===== config.mk =====
export PLATFORM = sky130hd
export DESIGN_NAME = vector_arbiter
export DESIGN_NICKNAME = d
export VERILOG_FILES = /design/src/rtl/vector_arbiter.sv
export SDC_FILE = /design/constraint.sdc
export NUM_CORES = 1
export LEC_CHECK = 0
export CAP_MARGIN = 10
export CELL_PAD_IN_SITES_DETAIL_PLACEMENT = 0
export CELL_PAD_IN_SITES_GLOBAL_PLACEMENT = 2
export CORE_MARGIN = 5
export CORE_UTILIZATION = 26
export CTS_BUF_LIST = sky130_fd_sc_hd__clkbuf_16
export CTS_CLUSTER_SIZE = 8
export DETAILED_ROUTE_END_ITERATION = 8
export PLACE_DENSITY = 0.84
export SYNTH_ARGS = -nofsm -noshare
export SYNTH_HDL_FRONTEND = slang
export SYNTH_SLANG_ARGS = --single-unit
export TNS_END_PERCENT = 100

===== constraint.sdc =====
create_clock -name clk -period 2.8 [get_ports clk]
set_clock_uncertainty 0.15 [all_clocks]
set_input_delay 0.56 -clock clk [delete_from_list [all_inputs] [get_ports clk]]
set_output_delay 0.56 -clock clk [all_outputs]
set_load 0.05 [all_outputs]

===== src/rtl/vector_arbiter.sv =====
// Round-robin arbiter sharing one RAM-backed vector between two requesters,
// with a watchdog that aborts a vector access whose ready never returns.
module vector_arbiter #(
    parameter int unsigned DATA_WIDTH     = 20,
    parameter int unsigned DATA_COUNT     = 64,
    parameter int unsigned INDEX_WIDTH    = $clog2(DATA_COUNT) + 2,
    parameter int unsigned TIMEOUT_CYCLES = 255
) (
    input  logic                   clk,
    input  logic                   rst_n,
    input  logic [1:0]             rq_get,
    input  logic [1:0]             rq_insert,
    input  logic [INDEX_WIDTH-1:0] rq0_index,
    input  logic [DATA_WIDTH-1:0]  rq0_data_in,
    input  logic [INDEX_WIDTH-1:0] rq1_index,
    input  logic [DATA_WIDTH-1:0]  rq1_data_in,
    output logic [1:0]             ack,
    output logic                   err,
    output logic [DATA_WIDTH-1:0]  rd_data,
    output logic                   owner,
    output logic                   busy,
    output logic [INDEX_WIDTH-1:0] vec_index,
    output logic                   vec_get,
    output logic                   vec_insert,
    output logic [DATA_WIDTH-1:0]  vec_data_in,
    input  logic [DATA_WIDTH-1:0]  vec_data_out,
    input  logic                   vec_ready
);

    localparam int unsigned TIMER_WIDTH = (TIMEOUT_CYCLES > 1) ? $clog2(TIMEOUT_CYCLES) : 1;
    localparam logic [TIMER_WIDTH-1:0] TIMER_LAST = TIMER_WIDTH'(TIMEOUT_CYCLES - 1);

    typedef enum logic [2:0] {
        S_IDLE   = 3'd0,
        S_ISSUE  = 3'd1,
        S_SETTLE = 3'd2,
        S_WAIT   = 3'd3,
        S_ACK    = 3'd4
    } state_e;

    state_e                 state_q, state_d;
    logic                   last_grant_q, last_grant_d;
    logic                   op_ins_q, op_ins_d;
    logic [TIMER_WIDTH-1:0] timer_q, timer_d;
    logic                   owner_q, owner_d;
    logic [1:0]             ack_q, ack_d;
    logic                   err_q, err_d;
    logic [DATA_WIDTH-1:0]  rd_data_q, rd_data_d;
    logic                   busy_q, busy_d;
    logic [INDEX_WIDTH-1:0] vec_index_q, vec_index_d;
    logic                   vec_get_q, vec_get_d;
    logic                   vec_insert_q, vec_insert_d;
    logic [DATA_WIDTH-1:0]  vec_data_in_q, vec_data_in_d;

    logic [1:0] req;
    logic       grant_start;
    logic       grant_port;

    assign req         = rq_get | rq_insert;
    assign grant_start = vec_ready & (|req);

    // On a tie the port that did not win last time gets the vector.
    always_comb begin
        if (&req) begin
            grant_port = ~last_grant_q;
        end else begin
            grant_port = req[1];
        end
    end

    always_ff @(posedge clk or negedge rst_n) begin
        if (!rst_n) begin
            state_q       <= S_IDLE;
            last_grant_q  <= 1'b1;
            op_ins_q      <= 1'b0;
            timer_q       <= '0;
            owner_q       <= 1'b0;
            ack_q         <= '0;
            err_q         <= 1'b0;
            rd_data_q     <= '0;
            busy_q        <= 1'b0;
            vec_index_q   <= '0;
            vec_get_q     <= 1'b0;
            vec_insert_q  <= 1'b0;
            vec_data_in_q <= '0;
        end else begin
            state_q       <= state_d;
            last_grant_q  <= last_grant_d;
            op_ins_q      <= op_ins_d;
            timer_q       <= timer_d;
            owner_q       <= owner_d;
            ack_q         <= ack_d;
            err_q         <= err_d;
            rd_data_q     <= rd_data_d;
            busy_q        <= busy_d;
            vec_index_q   <= vec_index_d;
            vec_get_q     <= vec_get_d;
            vec_insert_q  <= vec_insert_d;
            vec_data_in_q <= vec_data_in_d;
        end
    end

    always_comb begin
        state_d = state_q;
        case (state_q)
            S_IDLE:   if (grant_start) state_d = S_ISSUE;
            S_ISSUE:  state_d = S_SETTLE;
            S_SETTLE: state_d = S_WAIT;
            S_WAIT:   if (vec_ready || (timer_q == TIMER_LAST)) state_d = S_ACK;
            S_ACK:    state_d = S_IDLE;
            default:  state_d = S_IDLE;
        endcase
    end

    // Datapath: latch the winner at grant, pulse the vector op, capture the result.
    always_comb begin
        last_grant_d  = last_grant_q;
        op_ins_d      = op_ins_q;
        timer_d       = timer_q;
        owner_d       = owner_q;
        ack_d         = '0;
        err_d         = err_q;
        rd_data_d     = rd_data_q;
        busy_d        = (state_d != S_IDLE);
        vec_index_d   = vec_index_q;
        vec_get_d     = 1'b0;
        vec_insert_d  = 1'b0;
        vec_data_in_d = vec_data_in_q;
        case (state_q)
            S_IDLE: begin
                if (grant_start) begin
                    owner_d       = grant_port;
                    last_grant_d  = grant_port;
                    op_ins_d      = rq_insert[grant_port];
                    vec_index_d   = grant_port ? rq1_index : rq0_index;
                    vec_data_in_d = grant_port ? rq1_data_in : rq0_data_in;
                    vec_get_d     = ~rq_insert[grant_port];
                    vec_insert_d  = rq_insert[grant_port];
                end
            end
            S_SETTLE: begin
                timer_d = '0;
            end
            S_WAIT: begin
                if (vec_ready) begin
                    err_d = 1'b0;
                    ack_d = owner_q ? 2'b10 : 2'b01;
                    if (!op_ins_q) begin
                        rd_data_d = vec_data_out;
                    end
                end else if (timer_q == TIMER_LAST) begin
                    err_d     = 1'b1;
                    rd_data_d = '0;
                    ack_d     = owner_q ? 2'b10 : 2'b01;
                end else begin
                    timer_d = timer_q + TIMER_WIDTH'(1);
                end
            end
            default: begin
            end
        endcase
    end

    assign ack         = ack_q;
    assign err         = err_q;
    assign rd_data     = rd_data_q;
    assign owner       = owner_q;
    assign busy        = busy_q;
    assign vec_index   = vec_index_q;
    assign vec_get     = vec_get_q;
    assign vec_insert  = vec_insert_q;
    assign vec_data_in = vec_data_in_q;

endmodule


==> results of run 1 <==
## state kept, by name, indices dropped and copies added (netlist names)
| name | flops |
|---|---|
| vec_data_in | 20 |
| vec_insert | 1 |
| err | 1 |
| op_ins_q | 1 |
| vec_get | 1 |
| last_grant_q | 1 |
| rd_data | 20 |
| state_q | 3 |
| vec_index | 8 |
| ack | 2 |
| busy | 1 |
| timer_q | 8 |
| owner | 1 |
## stage by stage
step / area, µm² / power [W] / utilization / setup slack [ns]
3_3_place_gp: 4450 / 0.00452 / 0.407 / 0.0503
5_1_grt: 4770 / 0.00594 / 0.437 / 0.293
3_5_place_dp: 4460 / 0.00456 / 0.408 / 0.0348
4_1_cts: 4750 / 0.00571 / 0.435 / 0.381
6_report: 4770 / 0.00563 / 0.437 / 0.471
2_1_floorplan: 2930 / 0.00351 / - / 0.971
## cells by family (layout without fill, tap and decap cells)
kind of cell,count (synthesis),after routing,share of synthesized area
AO/OA/AOI/OAI,69,69,0.153
XOR/XNOR,4,4,0.0120
adder cells (fa/ha/maj),2,2,0.00855
buffers and inverters,17,164,0.0376
flip-flops,68,68,0.582
multiplexers,29,29,0.0992
AND/OR/NAND/NOR,67,67,0.107
## report_power, final
part / total (W) / switching (W) / internal [W]
registers: 0.00161 / 0.000229 / 0.00138
logic: 0.00292 / 0.00186 / 0.00106
clock network: 0.00110 / 0.000418 / 0.000684
total: 0.00563 / 0.00250 / 0.00312
## path summary, 6_finish.rpt
path / startpoint / to / slack, ns / depth (start not counted)
worst max-delay path: timer_q[0]$_DFFE_PN0P_ / rd_data[16]$_DFFE_PN0P_ / 0.47 / 7
worst min-delay path: rst_n / rd_data[11]$_DFFE_PN0P_ / 0.15 / 1
worst max register to register: timer_q[0]$_DFFE_PN0P_ / rd_data[16]$_DFFE_PN0P_ / 0.47 / 7
worst min register to register: vec_data_in[17]$_DFFE_PN0P_ / vec_data_in[17]$_DFFE_PN0P_ / 0.33 / 2
max in group asynchronous: rst_n / last_grant_q$_DFFE_PN1P_ / 1.68 / 2
min in group clk: vec_data_in[17]$_DFFE_PN0P_ / vec_data_in[17]$_DFFE_PN0P_ / 0.33 / 2
## cell type report
class                   count  share of cell area
multi-input cells         171               0.236
clock inverters             7              0.0142
clock buffers               9              0.0472
flip-flops and latches     68               0.357
inverters                   2             0.00157
well taps                 140              0.0367
repair buffers            146               0.308
## layout by cell type (no fill, tap or decap), types with 2 or more instances in the layout
cell type and instances:
clkdlybuf4s50_1 136, dfrtp_1 67, nand2_1 34, o21ai_1 32, mux2i_1 29, a22o_1 20
nor2_1 12, clkbuf_16 9, buf_4 6, nand3_1 4, o21ai_0 4, xor2_1 4
and2_1 3, buf_12 3, inv_1 2, nand4_1 2, o21a_1 2, nor2b_1 2
a21oi_1 2, and3_1 2, o211ai_1 2, o2111ai_1 2, ha_1 2, clkinvlp_4 2
clkinv_2 2
## metal layers
| layer | wire [µm] | track usage | up-vias |
|---|---|---|---|
| li1 | - | - | 1204 |
| met1 | 3630 | 0.160 | 1131 |
| met2 | 3730 | 0.187 | 106 |
| met3 | 771 | 0.0508 | 6 |
| met4 | 55 | 0.0325 | 0 |
| met5 | 0 | 0 | - |
==> results.json, run 1 <==
{
  "vias_per_cell": 4.51,
  "max_cap_viol_count": 0,
  "clock_sinks": 68,
  "critical_path_buf_inv_count": 2,
  "path_clk_slew_ns": 0.06,
  "drive_gt1_frac": 0.0720,
  "ys_seq_area_frac": 0.582,
  "slowest_stage": "o21ai_1",
  "dieArea_mm2": 0.0135,
  "cts_hold_repair.buffers": 0,
  "synth_top_area_share": 0.573,
  "die_h_um": 116,
  "setup_viol": 0,
  "multi_input_area_mm2": 0.00112,
  "grt_overflow": 0,
  "syn-instance-count": 256,
  "status": "finished clean",
  "required_ns": 2.91,
  "finalHoldViolations": 0,
  "port_buffers": 137,
  "place_congestion": 0.704,
  "path_delay_family": "compound AO/OA/AOI/OAI gates",
  "async_reset_ff_frac": 1.00,
  "ant_nets": 0,
  "fin_crit_ns": 2.33,
  "cts_resized": 0,
  "fill_cells": 1071,
  "critPathMaxFanout": 11,
  "ys_ff_latch": 68,
  "start_kind": "flip-flop",
  "drtIter0Drc": 73,
  "instances_no_fill": 543,
  "slew_viol_final": 0,
  "maxSlewHeadroom": 0.423,
  "synth_edf_count": 0,
  "yosys_warnings": 0,
  "diodes": 0,
  "grt_use_total": 0.122,
  "wl_mm": 8.18,
  "crit_arrival_ns": 2.44,
  "pin_count": 138,
  "syn_area_per_cell_um2": 11.4,
  "clock_latency_ns": 0.32,
  "p_leak_nw": 2.10,
  "max_stage_delay_ns": 0.69,
  "worstSetupEndpointType": "flip-flop",
  "critPathKind": "flip-flop to flip-flop",
  "grt_pass1_wl_mm": 12.9,
  "clock_path_buffers": 2,
  "peakVddDrop_v": 0.000634,
  "cts_tree": "yes",
  "grt_pass1_vias": 2457,
  "synth_common_cells": "67 x dfrtp_1, 34 x nand2_1, 32 x o21ai_1, 29 x mux2i_1, 20 x a22o_1",
  "power.density_mw_per_mm2": 1180,
  "fin_nets": 483,
  "fin_crit_sh": 0.832,
  "syn_area_mm2": 0.00293,
  "netlist_top_cells_area": "dfrtp_1 57%, mux2i_1 9.9%, a22o_1 6.0%",
  "dp_cells": 526,
  "syn-num-nets": 341,
  "yosys.cell_count.top_type": "dfrtp_1",
  "synth.distinct_cells": 36,
  "drc": 0,
  "dr.pass1.iters": 4,
  "post_cts_buffers": 0,
  "worst_hold_slack_ns": 0.149,
  "cts_buffers": 9,
  "syn_to_final_growth_pct": 63.1,
  "antenna_found_initial": 0,
  "fin_setup_tns_ns": 0,
  "max_freq_mhz": 429,
  "rows": 38,
  "core_area_mm2": 0.0109,
  "synth-main-ff-cell": "dfrtp_1",
  "vias": 2447,
  "path_cells": "inv_1 -> ha_1 -> nand3_1 -> nor3_1 -> o21ai_1 -> buf_4 -> a22o_1",
  "rsz0062_at_grt": "no",
  "wl_per_cell_um": 15.1,
  "yosysTopAreaCell": "dfrtp_1",
  "seq_area_mm2": 0.00170,
  "min_path_type": "input pin to asynchronous set/reset pin",
  "initial_core_util": 0.268,
  "root_buffer": "clkbuf_16",
  "die_w_um": 116,
  "htree_levels": 3,
  "grt_max_degree": 49,
  "hpwlAfterDp_mm": 6.17,
  "worst_pin_slew_ns": 0.860
}
Note: power is estimated with default switching activity, not from simulation.
==> run 2: changes to the inputs <==
Settings changed: CORE_UTILIZATION 26 to 24, PLACE_DENSITY 0.84 to 0.79.
Clock period 2.8 ns to 2.4 ns, I/O delays scaled along.
==> results.json, run 2 (synthesis gave the netlist of run 1 again) <==
{
  "die_h_um": 120,
  "htree_levels": 3,
  "max_freq_mhz": 469,
  "grt_overflow": 0,
  "vias": 2413,
  "grt_use_total": 0.116,
  "fin_crit_ns": 2.13,
  "cts_hold_repair.buffers": 0,
  "rsz0062_at_grt": "no",
  "worst_pin_slew_ns": 0.538,
  "port_buffers": 137,
  "root_buffer": "clkbuf_16",
  "initial_core_util": 0.245,
  "cts_tree": "yes",
  "final_cell_mix": "135 x clkdlybuf4s50_1, 67 x dfrtp_1, 34 x nand2_1, 32 x o21ai_1, 29 x mux2i_1",
  "drtIter0Drc": 66,
  "cts_resized": 0,
  "antenna_found_initial": 0,
  "worstSetupEndpointType": "output port",
  "clock_latency_ns": 0.32,
  "p_leak_nw": 2.12,
  "crit_arrival_ns": 1.50,
  "fin_setup_tns_ns": 0,
  "status": "complete, but fails checks",
  "dp_cells": 539,
  "rows": 40,
  "path_clk_slew_ns": 0.05,
  "drive_gt1_frac": 0.0737,
  "critical_path_buf_inv_count": 1,
  "grt_pass1_wl_mm": 13.4,
  "clock_sinks": 68,
  "path_delay_family": "buffers and inverters",
  "instances_no_fill": 554,
  "fin_nets": 488,
  "power.density_mw_per_mm2": 1340,
  "drc": 0,
  "max_stage_delay_ns": 0.83,
  "setup_viol": 0,
  "max_cap_viol_count": 0,
  "worst_hold_slack_ns": -0.00582,
  "dr.pass1.iters": 4,
  "grt_max_degree": 42,
  "fill_cells": 1172,
  "diodes": 0,
  "place_congestion": 0.714,
  "die_w_um": 120,
  "min_path_type": "input pin to asynchronous set/reset pin",
  "critPathKind": "flip-flop to output port",
  "core_area_mm2": 0.0120,
  "finalHoldViolations": 7,
  "grt_pass1_vias": 2645,
  "critPathMaxFanout": 2,
  "clock_path_buffers": 2,
  "dieArea_mm2": 0.0145,
  "wl_mm": 8.15,
  "ant_nets": 0,
  "wl_per_cell_um": 14.7,
  "cts_buffers": 9,
  "failed_checks": "hold timing",
  "mostFrequentLayoutCell": "clkdlybuf4s50_1",
  "peakVddDrop_v": 0.000436,
  "vias_per_cell": 4.36,
  "hpwlAfterDp_mm": 6.37,
  "path_cells": "clkdlybuf4s50_1",
  "start_kind": "flip-flop",
  "slew_viol_final": 0,
  "post_cts_buffers": 0,
  "pin_count": 138,
  "fin_crit_sh": 0.888,
  "required_ns": 1.77,
  "maxSlewHeadroom": 0.640,
  "syn_to_final_growth_pct": 64.1,
  "slowest_stage": "clkdlybuf4s50_1"
}
-- run 2: routing by layer --
layer,vias to the layer above,global-route usage,part of all wire
met2,95,0.196,0.48
met4,0,0.0276,0.0074
met5,-,0,0
met3,5,0.0463,0.083
li1,1212,-,-
met1,1101,0.139,0.43
-- run 2: worst paths after layout --
| path | slack, ns | cells past startpoint | startpoint | to |
|---|---|---|---|---|
| max in group asynchronous | 1.50 | 2 | rst_n | ack[1]$_DFF_PN0_ |
| hold / removal | -0.006 | 1 | rst_n | vec_data_in[3]$_DFFE_PN0P_ |
| min in group clk | 0.33 | 2 | vec_index[0]$_DFFE_PN0P_ | vec_index[0]$_DFFE_PN0P_ |
| setup reg to reg | 0.55 | 7 | timer_q[0]$_DFFE_PN0P_ | rd_data[8]$_DFFE_PN0P_ |
| hold reg to reg | 0.33 | 2 | vec_index[0]$_DFFE_PN0P_ | vec_index[0]$_DFFE_PN0P_ |
| setup / recovery | 0.27 | 1 | err$_DFFE_PN0P_ | err |
-- run 2: area by class of cell --
type	count	area (µm²)	share of cell area
Tap cell	147	184	0.0383
Sequential cell	68	1700	0.355
Inverter	2	7.51	0.00156
Timing Repair Buffer	151	1530	0.319
Multi-Input combinational cell	171	1120	0.234
Clock buffer	9	225	0.0469
Clock inverter	6	23.8	0.00495
-- run 2: power by group --
part           switching [W]  internal, W  total [W]
sequential          0.000262      0.00161    0.00187
combinational        0.00219      0.00128    0.00347
clock               0.000434     0.000672    0.00111
-- run 2: worst reg2reg max path, delay by kind of cell, from the launching register on --
kind,cells,cell delay [ns]
compound gates,2,0.30
fa+ha+maj,1,0.15
buf+inv,2,0.29
flops,1,0.42
simple gates,2,0.43
-- run 2: stage by stage --
stage / power, W / area [µm²] / hold slack [ns] / worst slack (ns) / util
CTS: 0.00657 / 4800 / 0.00607 / 0.242 / 0.401
floorplan: 0.00410 / 2930 / 0.0344 / 0.651 / -
global route: 0.00685 / 4800 / 0.0394 / 0.212 / 0.401
global placement: 0.00536 / 4550 / 0.313 / 0.162 / 0.381
finish: 0.00645 / 4800 / -0.00582 / 0.269 / 0.401
detailed placement: 0.00541 / 4550 / 0.324 / 0.101 / 0.381
